==> src/rtl/microroc_param_distributor.sv <==
// Per-chain MICROROC slow-control parameter store: shadow writes, one-cycle commit, per-dirty-chain load sequencing.
// Optional readback of shadow fields via command field 0x1E when MICROROC_PARAM_READBACK_EN is defined.
module microroc_param_distributor #(
    parameter int unsigned ASIC_CHAIN_NUMBER = 4,
    parameter int unsigned LOAD_TIMEOUT      = 50000,
    parameter logic [7:0]  CHIP_ID_BASE      = 8'hA1
) (
    input  logic                              Clk,
    input  logic                              reset_n,
    input  logic                              CmdValid,
    input  logic [3:0]                        CmdChain,
    input  logic [4:0]                        CmdField,
    input  logic [15:0]                       CmdData,
    output logic [10*ASIC_CHAIN_NUMBER-1:0]   MicrorocDac0Vth,
    output logic [10*ASIC_CHAIN_NUMBER-1:0]   MicrorocDac1Vth,
    output logic [10*ASIC_CHAIN_NUMBER-1:0]   MicrorocDac2Vth,
    output logic [8*ASIC_CHAIN_NUMBER-1:0]    MicrorocChipID,
    output logic [16*ASIC_CHAIN_NUMBER-1:0]   MicrorocControlWord,
    output logic [192*ASIC_CHAIN_NUMBER-1:0]  MicrorocChannelDiscriminatorMask,
    output logic [ASIC_CHAIN_NUMBER-1:0]      MicrorocParameterLoadStart,
    input  logic [ASIC_CHAIN_NUMBER-1:0]      MicrorocParameterLoadDone,
    output logic                              Busy,
    output logic                              LoadCompletePulse,
    output logic                              CommitError,
    output logic [ASIC_CHAIN_NUMBER-1:0]      LoadTimeoutFlags,
    output logic                              ReadbackValid,
    output logic [15:0]                       ReadbackData
);

    localparam int unsigned N     = ASIC_CHAIN_NUMBER;
    localparam int unsigned CNT_W = $clog2(LOAD_TIMEOUT);
    localparam logic [9:0]  DAC_RESET = 10'd250;

    typedef enum logic [2:0] {S_IDLE, S_COPY, S_SCAN, S_START, S_WAIT, S_FINISH} state_t;
    state_t state, state_next;

    logic [9:0]  sh_dac0 [N], sh_dac1 [N], sh_dac2 [N];
    logic [7:0]  sh_chip_id [N];
    logic [15:0] sh_ctrl [N];
    logic [15:0] sh_mask [N][12];
    logic [9:0]  act_dac0 [N], act_dac1 [N], act_dac2 [N];
    logic [7:0]  act_chip_id [N];
    logic [15:0] act_ctrl [N];
    logic [15:0] act_mask [N][12];

    logic [N-1:0]     dirty;
    logic [N-1:0]     wr_hit;
    logic [3:0]       cur_chain;
    logic [CNT_W-1:0] wait_cnt;
    logic             is_commit, is_mask, is_write;
    logic [3:0]       mask_word;
    logic             scan_found, done_hit, timeout_hit, wait_exit;
    logic [3:0]       scan_idx;

    assign is_commit = CmdValid && (CmdField == 5'h1F);
    assign is_mask   = (CmdField >= 5'h08) && (CmdField <= 5'h13);
    assign is_write  = CmdValid && (is_mask || (CmdField <= 5'h04));
    assign mask_word = 4'(CmdField - 5'h08);

    always_comb begin
        wr_hit = '0;
        for (int unsigned i = 0; i < N; i++)
            wr_hit[i] = is_write && ((CmdChain == 4'hF) || (CmdChain == 4'(i)));
    end

    always_comb begin
        scan_found = 1'b0;
        scan_idx   = '0;
        done_hit   = 1'b0;
        for (int unsigned i = 0; i < N; i++) begin
            if (dirty[i] && !scan_found) begin
                scan_found = 1'b1;
                scan_idx   = 4'(i);
            end
            if (cur_chain == 4'(i))
                done_hit = MicrorocParameterLoadDone[i];
        end
    end

    assign timeout_hit = (state == S_WAIT) && !done_hit && (wait_cnt == CNT_W'(LOAD_TIMEOUT - 1));
    assign wait_exit   = (state == S_WAIT) && (done_hit || timeout_hit);

    always_ff @(posedge Clk or negedge reset_n) begin
        if (!reset_n) begin
            for (int unsigned i = 0; i < N; i++) begin
                sh_dac0[i]    <= DAC_RESET;
                sh_dac1[i]    <= DAC_RESET;
                sh_dac2[i]    <= DAC_RESET;
                sh_chip_id[i] <= 8'(CHIP_ID_BASE + 8'(i));
                sh_ctrl[i]    <= '0;
                for (int unsigned w = 0; w < 12; w++)
                    sh_mask[i][w] <= '1;
            end
        end else begin
            for (int unsigned i = 0; i < N; i++) begin
                if (wr_hit[i]) begin
                    case (CmdField)
                        5'h00:   sh_dac0[i]    <= CmdData[9:0];
                        5'h01:   sh_dac1[i]    <= CmdData[9:0];
                        5'h02:   sh_dac2[i]    <= CmdData[9:0];
                        5'h03:   sh_chip_id[i] <= CmdData[7:0];
                        5'h04:   sh_ctrl[i]    <= CmdData;
                        default: if (is_mask) sh_mask[i][mask_word] <= CmdData;
                    endcase
                end
            end
        end
    end

    always_ff @(posedge Clk or negedge reset_n) begin
        if (!reset_n) begin
            for (int unsigned i = 0; i < N; i++) begin
                act_dac0[i]    <= DAC_RESET;
                act_dac1[i]    <= DAC_RESET;
                act_dac2[i]    <= DAC_RESET;
                act_chip_id[i] <= 8'(CHIP_ID_BASE + 8'(i));
                act_ctrl[i]    <= '0;
                for (int unsigned w = 0; w < 12; w++)
                    act_mask[i][w] <= '1;
            end
        end else if (state == S_COPY) begin
            act_dac0    <= sh_dac0;
            act_dac1    <= sh_dac1;
            act_dac2    <= sh_dac2;
            act_chip_id <= sh_chip_id;
            act_ctrl    <= sh_ctrl;
            act_mask    <= sh_mask;
        end
    end

    always_ff @(posedge Clk or negedge reset_n) begin
        if (!reset_n)
            state <= S_IDLE;
        else
            state <= state_next;
    end

    always_comb begin
        state_next = state;
        case (state)
            S_IDLE:   if (is_commit) state_next = S_COPY;
            S_COPY:   state_next = S_SCAN;
            S_SCAN:   state_next = scan_found ? S_START : S_FINISH;
            S_START:  state_next = S_WAIT;
            S_WAIT:   if (wait_exit) state_next = S_SCAN;
            S_FINISH: state_next = S_IDLE;
            default:  state_next = S_IDLE;
        endcase
    end

    always_ff @(posedge Clk or negedge reset_n) begin
        if (!reset_n) begin
            cur_chain        <= '0;
            wait_cnt         <= '0;
            dirty            <= '0;
            LoadTimeoutFlags <= '0;
            CommitError      <= 1'b0;
        end else begin
            CommitError <= is_commit && (state != S_IDLE);
            if (state == S_SCAN && scan_found)
                cur_chain <= scan_idx;
            if (state == S_START)
                wait_cnt <= '0;
            else if (state == S_WAIT)
                wait_cnt <= wait_cnt + CNT_W'(1);
            // A write landing in the same cycle as the WAIT exit keeps the chain queued for another load
            for (int unsigned i = 0; i < N; i++) begin
                if (wr_hit[i])
                    dirty[i] <= 1'b1;
                else if (wait_exit && (cur_chain == 4'(i)))
                    dirty[i] <= 1'b0;
            end
            if (is_commit && state == S_IDLE)
                LoadTimeoutFlags <= '0;
            else
                for (int unsigned i = 0; i < N; i++)
                    if (timeout_hit && (cur_chain == 4'(i)))
                        LoadTimeoutFlags[i] <= 1'b1;
        end
    end

    assign Busy              = (state != S_IDLE);
    assign LoadCompletePulse = (state == S_FINISH);

    always_comb begin
        MicrorocParameterLoadStart       = '0;
        MicrorocDac0Vth                  = '0;
        MicrorocDac1Vth                  = '0;
        MicrorocDac2Vth                  = '0;
        MicrorocChipID                   = '0;
        MicrorocControlWord              = '0;
        MicrorocChannelDiscriminatorMask = '0;
        for (int unsigned i = 0; i < N; i++) begin
            MicrorocParameterLoadStart[i] = (state == S_START) && (cur_chain == 4'(i));
            MicrorocDac0Vth[10*i +: 10]    = act_dac0[i];
            MicrorocDac1Vth[10*i +: 10]    = act_dac1[i];
            MicrorocDac2Vth[10*i +: 10]    = act_dac2[i];
            MicrorocChipID[8*i +: 8]       = act_chip_id[i];
            MicrorocControlWord[16*i +: 16] = act_ctrl[i];
            for (int unsigned w = 0; w < 12; w++)
                MicrorocChannelDiscriminatorMask[192*i + 16*w +: 16] = act_mask[i][w];
        end
    end

`ifdef MICROROC_PARAM_READBACK_EN
    logic [4:0]  rb_field;
    logic [3:0]  rb_word;
    logic [15:0] rb_value;

    assign rb_field = CmdData[4:0];
    assign rb_word  = 4'(rb_field - 5'h08);

    // Broadcast never matches a chain index, so it falls through to zero
    always_comb begin
        rb_value = '0;
        for (int unsigned i = 0; i < N; i++) begin
            if (CmdChain == 4'(i)) begin
                case (rb_field)
                    5'h00:   rb_value = {6'd0, sh_dac0[i]};
                    5'h01:   rb_value = {6'd0, sh_dac1[i]};
                    5'h02:   rb_value = {6'd0, sh_dac2[i]};
                    5'h03:   rb_value = {8'd0, sh_chip_id[i]};
                    5'h04:   rb_value = sh_ctrl[i];
                    default: if (rb_field >= 5'h08 && rb_field <= 5'h13) rb_value = sh_mask[i][rb_word];
                endcase
            end
        end
    end

    always_ff @(posedge Clk or negedge reset_n) begin
        if (!reset_n) begin
            ReadbackValid <= 1'b0;
            ReadbackData  <= '0;
        end else begin
            ReadbackValid <= CmdValid && (CmdField == 5'h1E);
            if (CmdValid && (CmdField == 5'h1E))
                ReadbackData <= rb_value;
        end
    end
`else
    assign ReadbackValid = 1'b0;
    assign ReadbackData  = '0;
`endif

endmodule

==> config.mk <==
export PLATFORM = sky130hd
export DESIGN_NAME = microroc_param_distributor
export DESIGN_NICKNAME = d
export VERILOG_FILES = /design/src/rtl/microroc_param_distributor.sv
export SDC_FILE = /design/constraint.sdc
export NUM_CORES = 2
export LEC_CHECK = 0
export CAP_MARGIN = 15
export CORE_AREA = 2 2 410 412
export CTS_CLUSTER_SIZE = 30
export DETAILED_ROUTE_END_ITERATION = 10
export DIE_AREA = 0 0 412 414
export GPL_ROUTABILITY_DRIVEN = 0
export MAX_ROUTING_LAYER = met4
export PLACE_DENSITY_LB_ADDON = 0.1
export SLEW_MARGIN = 5
export SYNTH_ARGS = -nofsm -noshare
export SYNTH_HDL_FRONTEND = slang
export SYNTH_SLANG_ARGS = --single-unit
==> constraint.sdc <==
create_clock -name Clk -period 3.2 [get_ports Clk]
set_clock_uncertainty 0.1 [all_clocks]
set_input_delay 0.48 -clock Clk [delete_from_list [all_inputs] [get_ports Clk]]
set_output_delay 0.48 -clock Clk [all_outputs]
set_load 0.005 [all_outputs]
==> metrics.md <==
| Metric | Value |
|---|---|
| Outcome | finished clean |
| Final non-filler cell total | 8,063 |
| Die Wd | approximately 410 um |
| CP Class | register to output port |
| First-pass GRT wire length | between 300 and 400 mm |
| Number of cells after detailed placement | 7,673 |
| Die area | 0.1706 mm2 |
| Met2 Track Usage GR | 0.4286 |
| Critical Path, Cell by Cell | nand3b_1 -> nor2_1 -> clkdlybuf4s50_1 |
| Least-Margin Pin Slew | between 1 and 1.5 ns |
| H-tree depth | 4 |
| Row count | 150 |
| Post-Syn Area | 0.07783 mm2 |
| Arrival @ worst endpoint | 2.52 ns |
| Fin crit share | 0.9690 |
| RR Endpoint | dirty[3] |
| Post-DP HPWL | 154.4 mm |
| Vias post-DR | 43,080 |
| Async SR Flop Fraction | 1.000 |
| R2R Path Start | wait_cnt[10] |
| Starting Density | 0.4681 |
| Synth Area in Compound Gates | 0.003263 |
| M1 GR Usage | 0.3506 |
| Most frequent cells in the layout | mux2_2 (1,914), dfstp_2 (1,706), clkdlybuf4s50_1 (1,007) |
| Syn Inst Count | 4,533 |
| Simple-gate portion of the synthesized area | 0.01836 |
| Area grow syn2layout | 27.66% |
| Initial antenna violation count | 17 |
| Die H | 414 um |
| WL final | 230.8 mm |
| Max-cap violations | 0 |
| Main combinational cell family by area after synthesis | multiplexers |
| NumNets Final | 5,710 |
| Clock slew at reported path FFs | 0.06 ns |
| Worst Hold Slack | 0.1050 ns |
| Startpoint types | register |
| FMAX | 0.3225 GHz |
| Core area | 0.1663 mm2 |
| Met3 Track Usage GR | 0.08262 |
| Setup crit end | MicrorocParameterLoadStart[1] |
| Setup violations, final | 0 |
| Grt ovf | 0 |
| Distinct cells, synth | between 60 and 70 |
| Seq/Total Area, Yosys | 0.6698 |
| Total Routing Usage GR | 0.2772 |
| Final Hold Fails | 0 |
| Drt first pass iters | 5 |
| Share of post-route cells with drive strength above 1 | 0.7294 |
| Post-Synth XOR/XNOR Area | 0.0002251 |
| Largest net degree at the start of global routing | around 130 |
| Slowest Stage Delay on Critical Path | 0.69 ns |
| DR WL/cell | 28.62 um |
| Maximum VDD drop | roughly 0.00057 V |
| Post-route ant nets | 0 |
| Vias in the first global route | between 40,000 and 50,000 |
| Vias/cell | 5.343 |
| CTS Buffer Depth | 3 |
| EDFF count, synth | 0 |
| Port buffer count | 1,026 |
| FF-to-FF setup slack | 0.71 ns |
| FF-to-FF path depth | 4 |
| Commonest register cell after synthesis | dfstp_2 |
| Adder-Cell Fraction of Synth Area | 0.0001608 |
| Area contributors post-synth | dfstp_2 (58%), mux2_2 (28%), dfrtp_1 (9.4%), clkbuf_1 (0.98%), mux2_4 (0.77%) |
| Max-Slew Margin vs Limit | 0.3087 |
| Clk sink count | 1,998 |
| Global route hottest layer | met2 |
| Avg Inst Size Synth | 17.17 um2 |
| Mux share of post-synthesis cell area | 0.2881 |
| CTS buffer count | 202 |
| Worst path slowest cell | clkdlybuf4s50_1 |
| IO Pins | around 1,000 |
| Crit-path max FO | 10 |
| Pins Over Slew Limit | 0 |
| Final setup TNS | 0 ns |
| Worst-Skew Late Latency | roughly 0.83 ns |
| CP startpoint | state[2] |
| PD cells | 698.3 mW/mm2 |
| Final min period | 3.101 ns |
| DR DRC count | 0 |
| Setup crit end kind | output port |
| CTS root buffer | clkbuf_16 |
| Drt initial violations | 2,624 |
| Synthesized flop and latch total | around 2,000 |
| WP data required | between 2 and 3 ns |
| Largest area contributor in the netlist | dfstp_2 |
| Hold WC Path Type | input pin to register |
| Most common cell after layout, fill and taps aside | mux2_2 |
| Synth warnings | 0 |
| LEAKAGE | 41.50 nW |
| CTS tree | built |
| Top-area cell type share of the netlist area | 0.5759 |
## worst max-delay path, delay by kind of cell, from the launching register on
kind          cells  cell delay, ns
buf+inv           1            0.69
flops             1            0.46
simple gates      2            0.54
## flip-flops by register name, summed over array words and instances, names as in the netlist
signal / count
sh_mask: 768
CommitError: 1
sh_ctrl: 64
sh_dac2: 40
sh_dac0: 40
LoadTimeoutFlags: 4
sh_dac1: 40
wait_cnt: 16
MicrorocChipID: 32
MicrorocDac0Vth: 40
MicrorocDac1Vth: 40
sh_chip_id: 32
MicrorocDac2Vth: 40
dirty: 4
state: 3
cur_chain: 2
MicrorocControlWord: 64
MicrorocChannelDiscriminatorMask: 768
## kinds of logic after synthesis
| group | Yosys count |
|---|---|
| buffers and inverters | 322 |
| xor gates and xnor gates | 2 |
| AOI/OAI and AO/OA | 38 |
| other | 1 |
| muxes | 1978 |
| adders and majority gates | 1 |
| DFF | 1998 |
| and+or+nand+nor | 193 |
## per-layer routing
metal / wire [um] / vias up
li1: - / 18260
met1: 96020 / 23360
met2: 109700 / 1162
met3: 17590 / 304
met4: 7446 / 0
met5: 0 / -
## worst min-delay path by stage
stage	from	to	slack [ns]	cells after the start
finish	CmdData[4]	sh_mask[500]	0.10	2
global route	CmdData[2]	sh_mask[498]	0.09	2
CTS	CmdData[8]	sh_mask[472]	0.07	2
detailed placement	sh_ctrl[48]	MicrorocControlWord[0]	0.39	1
global placement	sh_ctrl[44]	MicrorocControlWord[28]	0.38	1
floorplan	reset_n	CommitError	0.08	0
## power by group
group / internal, mW / switching (mW)
clock: 14.2 / 9.96
sequential: 29.7 / 1.85
combinational: 7.54 / 6.13
## cell type report
| cell class | instances | area, um2 |
|---|---|---|
| diodes | 8 | 20.02 |
| clock buffers | 316 | 6097 |
| clock inverters | 62 | 745.7 |
| fillers | 12830 | 66920 |
| inverters | 4 | 15.01 |
| multi-input cells | 2229 | 24280 |
| flip-flops and latches | 1998 | 52140 |
| well taps | 2204 | 2758 |
| repair buffers | 1242 | 13310 |
## through the flow
stage / util / power [mW] / setup slack, ns / cell area, um2
floorplan: - / 37.30 / 0.6468 / 77890
global placement: 0.5560 / 45.49 / -0.09465 / 92460
detailed placement: 0.5560 / 45.68 / -0.1129 / 92460
CTS: 0.5974 / 70.08 / 0.008754 / 99330
global route: 0.5974 / 72.04 / -0.002367 / 99340
finish: 0.5975 / 69.38 / 0.09920 / 99360
## repair_timing
item,4_1_cts,5_1_grt
buffers inserted,0,1
pin swaps,0,1
endpoints found under the hold margin,114,0
hold buffers,3,0
endpoints found under the setup margin,3,3
resized for setup,3,2
## synth_stat cells (5+ instances only)
library cell	instances
mux2_1	15
dfstp_2	1706
or3_1	5
buf_1	23
and3_1	6
or4_1	8
clkbuf_1	204
mux2i_1	8
nand2b_1	6
nor2_1	41
o21ai_0	7
nor3_1	7
mux2_2	1914
dfrtp_1	292
buf_4	34
a31oi_1	8
mux2_4	40
nand3_1	9
nor3_2	9
buf_2	39
a21oi_1	5
nor2b_1	5
nand2_1	30
nand4_1	12
nor4_4	21
buf_6	14
Power figures use the tool's default switching activity.
